### config.mk
export PLATFORM = sky130hd
export DESIGN_NAME = alu_issue_sched
export DESIGN_NICKNAME = d
export VERILOG_FILES = /design/src/rtl/alu_issue_sched.sv
export SDC_FILE = /design/constraint.sdc
export NUM_CORES = 1
export LEC_CHECK = 0
export ABC_CLOCK_PERIOD_IN_PS = 5510
export BUFFER_PORTS_ARGS = -buffer_cell sky130_fd_sc_hd__buf_2
export CORE_AREA = 2 2 131 133
export DETAILED_ROUTE_END_ITERATION = 16
export DIE_AREA = 0 0 133 135
export PLACE_DENSITY = 0.65
export SYNTH_ARGS = -nofsm -noshare
export SYNTH_HDL_FRONTEND = slang
export SYNTH_SLANG_ARGS = --single-unit
### constraint.sdc
create_clock -name clk -period 5.51 [get_ports clk]
set_input_delay 0.2755 -clock clk [delete_from_list [all_inputs] [get_ports clk]]
set_output_delay 0.2755 -clock clk [all_outputs]
set_load 0.05 [all_outputs]
### src/rtl/alu_issue_sched.sv
// Round-robin issue of two slots onto one shared integer ALU, with a one-entry result register.
// Latency: single-cycle ops 1 clk to res_valid_o; multiply MUL_CYCLES clks (plus stall cycles).
// Backpressure: slots stall while the output entry is full and not draining, or a multiply is in flight.
module alu_issue_sched #(
  parameter int LENGTH     = 32,
  parameter int TAG_W      = 6,
  parameter int MUL_CYCLES = 3
) (
  input  logic              clk,
  input  logic              rst_n,
  input  logic              flush_i,
  input  logic              req0_valid_i,
  output logic              req0_ready_o,
  input  logic [LENGTH-1:0] req0_a_i,
  input  logic [LENGTH-1:0] req0_b_i,
  input  logic [3:0]        req0_ctrl_i,
  input  logic [TAG_W-1:0]  req0_tag_i,
  input  logic              req1_valid_i,
  output logic              req1_ready_o,
  input  logic [LENGTH-1:0] req1_a_i,
  input  logic [LENGTH-1:0] req1_b_i,
  input  logic [3:0]        req1_ctrl_i,
  input  logic [TAG_W-1:0]  req1_tag_i,
  output logic [LENGTH-1:0] alu_a_o,
  output logic [LENGTH-1:0] alu_b_o,
  output logic [3:0]        alu_ctrl_o,
  input  logic [LENGTH-1:0] alu_result_i,
  input  logic              alu_zero_i,
  output logic              res_valid_o,
  input  logic              res_ready_i,
  output logic [LENGTH-1:0] res_data_o,
  output logic              res_zero_o,
  output logic [TAG_W-1:0]  res_tag_o,
  output logic              res_src_o
);

  localparam logic [3:0] CTRL_MUL = 4'h2;
  // Count starts one short: the final busy cycle is the one that loads the result.
  localparam logic [3:0] MUL_INIT = 4'(MUL_CYCLES - 1);

  typedef enum logic [0:0] {IDLE, MUL_BUSY} state_t;

  state_t            state, state_nxt;
  logic              last_grant;
  logic [3:0]        count, count_nxt;

  logic [LENGTH-1:0] hold_a, hold_b;
  logic [3:0]        hold_ctrl;
  logic [TAG_W-1:0]  hold_tag;
  logic              hold_src;

  logic              slot_free;
  logic              any_valid;
  logic              win;
  logic [LENGTH-1:0] win_a, win_b;
  logic [3:0]        win_ctrl;
  logic [TAG_W-1:0]  win_tag;

  logic              grant;
  logic              load_res;
  logic              hold_load;
  logic [TAG_W-1:0]  load_tag;
  logic              load_src;

  assign slot_free = !res_valid_o || res_ready_i;

  // Pick the slot that would win arbitration: a lone requester, or the one not granted last on a tie.
  always_comb begin
    any_valid = req0_valid_i || req1_valid_i;
    if (req0_valid_i && req1_valid_i) begin
      win = ~last_grant;
    end else begin
      win = req1_valid_i;
    end
    win_a    = win ? req1_a_i    : req0_a_i;
    win_b    = win ? req1_b_i    : req0_b_i;
    win_ctrl = win ? req1_ctrl_i : req0_ctrl_i;
    win_tag  = win ? req1_tag_i  : req0_tag_i;
  end

  // Next-state, grant, ALU drive and result-load decisions.
  always_comb begin
    state_nxt    = state;
    count_nxt    = count;
    grant        = 1'b0;
    load_res     = 1'b0;
    hold_load    = 1'b0;
    load_tag     = win_tag;
    load_src     = win;
    alu_a_o      = '0;
    alu_b_o      = '0;
    alu_ctrl_o   = '0;
    req0_ready_o = 1'b0;
    req1_ready_o = 1'b0;
    case (state)
      IDLE: begin
        if (any_valid) begin
          alu_a_o    = win_a;
          alu_b_o    = win_b;
          alu_ctrl_o = win_ctrl;
        end
        if (slot_free && !flush_i && any_valid) begin
          grant        = 1'b1;
          req0_ready_o = !win;
          req1_ready_o = win;
          if (win_ctrl == CTRL_MUL) begin
            hold_load = 1'b1;
            count_nxt = MUL_INIT;
            state_nxt = MUL_BUSY;
          end else begin
            load_res = 1'b1;
          end
        end
      end
      MUL_BUSY: begin
        // Operands stay on the ALU for the whole multicycle path, including stall cycles.
        alu_a_o    = hold_a;
        alu_b_o    = hold_b;
        alu_ctrl_o = hold_ctrl;
        load_tag   = hold_tag;
        load_src   = hold_src;
        if (count > 4'd1) begin
          count_nxt = count - 4'd1;
        end else if (slot_free) begin
          load_res  = 1'b1;
          count_nxt = '0;
          state_nxt = IDLE;
        end
      end
      default: state_nxt = IDLE;
    endcase
    if (flush_i) begin
      state_nxt = IDLE;
      count_nxt = '0;
      grant     = 1'b0;
      load_res  = 1'b0;
      hold_load = 1'b0;
    end
  end

  // State, multiply countdown and round-robin pointer.
  always_ff @(posedge clk or negedge rst_n) begin
    if (!rst_n) begin
      state      <= IDLE;
      count      <= '0;
      last_grant <= 1'b1;
    end else begin
      state <= state_nxt;
      count <= count_nxt;
      if (grant) begin
        last_grant <= win;
      end
    end
  end

  // Capture the multiply operands so the ALU inputs stay stable while busy.
  always_ff @(posedge clk or negedge rst_n) begin
    if (!rst_n) begin
      hold_a    <= '0;
      hold_b    <= '0;
      hold_ctrl <= '0;
      hold_tag  <= '0;
      hold_src  <= 1'b0;
    end else if (hold_load) begin
      hold_a    <= win_a;
      hold_b    <= win_b;
      hold_ctrl <= win_ctrl;
      hold_tag  <= win_tag;
      hold_src  <= win;
    end
  end

  // One-entry output register: load wins over drain, flush kills the entry.
  always_ff @(posedge clk or negedge rst_n) begin
    if (!rst_n) begin
      res_valid_o <= 1'b0;
      res_data_o  <= '0;
      res_zero_o  <= 1'b0;
      res_tag_o   <= '0;
      res_src_o   <= 1'b0;
    end else if (flush_i) begin
      res_valid_o <= 1'b0;
    end else if (load_res) begin
      res_valid_o <= 1'b1;
      res_data_o  <= alu_result_i;
      res_zero_o  <= alu_zero_i;
      res_tag_o   <= load_tag;
      res_src_o   <= load_src;
    end else if (res_ready_i) begin
      res_valid_o <= 1'b0;
    end
  end

endmodule
==> results.cfg <==
[setup_path]
crit_chain = a21boi_4 > buf_4 > buf_4 > mux2i_1 > o21ai_0 > buf_2
worstPathRequired_ps = 5230
end_kind = primary output
regToRegStartpoint = state$_DFF_PN0_
critPathMaxFanout = 39
slowest_stage = buf_4
cp-endpoint = alu_a_o[8]
crit_top_cell = buf_4
startpoint = last_grant$_DFFE_PN1P_
cp.depth = 6
ff2ff_setup_slack_ps = 2520
rr_endpoint = count[1]$_DFFE_PN0P_
arrival_ps = 2950
r2r_cells = 6
setup.worst_path.class = flip-flop to primary output
cpPeakStageDelay_ps = 660
start_kind = flip-flop
crit_family = buffers and inverters
critPathBufInv = 3

[synth]
synth-edff-count = 0
syn-cell-area_mm2 = 0.00647
ys_seq_area_share_pct = 47.2
async_flop_share_pct = 100
synth_cell_types = 32
ys_warn_count = 0
synth.area.top_cells = dfrtp_1, mux2i_1, o21ai_0, mux2_2, o31ai_1
ys_top_cells_by_count = o21ai_0, dfrtp_1, nand2_1, mux2i_1, o31ai_1
synth-compound-area-share_pct = 20.2
synthMuxAreaShare_pct = 21.3
synth.largest_area_cell = dfrtp_1
yosysMostFrequentCell = o21ai_0
yosys_register_bits = 122
synthAdderAreaFrac_pct = 0.387
synth.net_count = 811
ys.flop_type = dfrtp_1
yosysTopAreaCellShare_pct = 46.8
synth_top_family_by_area = multiplexers
syn_inst = 622
syn_avg_cell_area_um2 = 10.4
yosys.area_share.xor_xnor_pct = 0
yosys.area_share.simple_pct = 6.11

[run_status]
violations = negative hold slack
status = complete, but fails checks

[clock_tree]
cts_tree = done
clkSinkCount = 122
clockRootBuffer = clkbuf_16
cts_buffers = 17
post_cts_buffers = 0
cts.htree.levels = 4
post_cts_resized = 0
cts_hold_buffers = 0
clk_latency_ps = 410
cts_buffer_depth = 2
clkTransAtPathRegs_ps = 60

[global_routing]
grt_max_degree = 81
grt_overflow_total = 0
grt_pass1_wl_um = 27900
antenna_found_initial = 1
grt_pass1_vias = 5500
grtUsageTotal_pct = 19.5

[pwr]
ir_worst_vdd_v = 0.000279
p_per_area_mw_per_mm2 = 406
leakagePower_nw = 4.10

[job]
max_cap_violations = 0

[floorplan]
ioPinCount = 298
die_x_um = 133
dieArea_mm2 = 0.0180
initial_utilization_pct = 39.4
core_area_mm2 = 0.0164
rows = 47
die_y_um = 135

[placed_design]
dpl_worst_slack_ps = 2420
gp_congestion = 0.747
place_hpwl_um = 12100
portBuffers = 297

[route]
vias_per_cell = 5.07
drt_pass1_iterations = 5
totalWireLength_um = 17600
wl_per_cell_um = 15.7
ant_nets = 0
drc_errors = 0
drt_iter0_markers = 257
vias = 5687

[timing]
fin_tns_setup_ps = 0
finalCritPeriodShare_pct = 58.5
finalClockSkew_ps = 10.5
setup_viol = 0
clock.fmax_ghz = 0.310
slew_viol_final = 0
hold_slack_ps = -7.85
slew_headroom_pct = 28.5
finalHoldViolCount = 1
rsz0062_at_grt = no
worst_pin_slew_ps = 1070
layout_min_cycle_time_ps = 3220
worst_slack_ps = 2290

[cells_and_area]
syn2layout_area_growth_pct = 33.8
n_fill_cell = 1506
drive_gt1_share_pct = 44.7
final_nets = 1078
diodes = 0

[min_path]
hp-class = input pin to asynchronous set/reset pin
## cell type report
| type | instances | area (µm²) | area share, % |
|---|---|---|---|
| Clock inverter | 15 | 210 | 2.43 |
| Multi-Input combinational cell | 437 | 3110 | 35.9 |
| Clock buffer | 17 | 425 | 4.92 |
| Timing Repair Buffer | 306 | 1560 | 18.0 |
| Sequential cell | 122 | 3060 | 35.3 |
| Tap cell | 220 | 275 | 3.18 |
| Inverter | 5 | 18.8 | 0.217 |
## per-stage QoR
step	hold slack (ps)	power, mW	utilization [%]	std cells	cell area [µm²]
floorplan	-20.1	2.05	-	622	6470
global placement	456	2.32	48.9	1090	8020
detailed placement	452	2.34	48.9	1090	8020
CTS	29.8	3.56	52.7	1122	8650
global route	64.1	3.69	52.7	1122	8650
finish	-7.85	3.52	52.7	1122	8650
## report_power, final
| part | total (mW) | switching [mW] | internal (mW) |
|---|---|---|---|
| sequential | 1.23 | 0.110 | 1.12 |
| clock | 1.20 | 0.436 | 0.766 |
| combinational | 1.08 | 0.745 | 0.335 |
## state kept, by name (all words and copies together), names as in the netlist
name and count:
hold_a 32, hold_b 32, res_data_o 32, hold_tag 6
res_tag_o 6, count 4, hold_ctrl 4, hold_src 1
last_grant 1, res_src_o 1, res_valid_o 1, res_zero_o 1
state 1
## cells by family after synthesis
logic type	count (synthesis)
multiplexers	129
AND/OR/NAND/NOR	93
buffers and inverters	63
flip-flops	122
AO/OA/AOI/OAI	213
adder cells (fa/ha/maj)	2
## cells in the final DEF (no fill, tap or decap), drive strengths merged, types with 3 or more instances in the layout
cell type and count:
a21oi 3, buf 306, bufinv 4, clkbuf 17
clkinv 3, dfrtp 121, inv 11, mux2 60
mux2i 69, nand2 73, nand2b 3, nor2 5
nor2b 5, nor3 3, o21ai 134, o31ai 65
## per-layer routing
| metal | up-vias | wire length (µm) | track usage, % | share of wire (%) |
|---|---|---|---|---|
| li1 | 2810 | - | - | - |
| met1 | 2609 | 7710 | 25.3 | 44 |
| met2 | 248 | 8050 | 31.1 | 46 |
| met3 | 18 | 1610 | 6.76 | 9.1 |
| met4 | 2 | 214 | 5.68 | 1.2 |
| met5 | - | 13 | 0 | 0.074 |
## how the worst min path moves through the flow
stage | startpoint | end | slack [ps] | cells after the start
floorplan | rst_n | count[0]$_DFFE_PN0P_ | -20 | 0
global placement | hold_ctrl[1]$_DFFE_PN0P_ | hold_ctrl[1]$_DFFE_PN0P_ | 460 | 1
detailed placement | hold_ctrl[1]$_DFFE_PN0P_ | hold_ctrl[1]$_DFFE_PN0P_ | 450 | 1
CTS | rst_n | hold_a[3]$_DFFE_PN0P_ | 30 | 1
global route | alu_result_i[15] | res_data_o[15]$_DFFE_PN0P_ | 60 | 2
finish | rst_n | hold_a[5]$_DFFE_PN0P_ | -8 | 1
No activity file was read; power rests on OpenSTA's default activity.
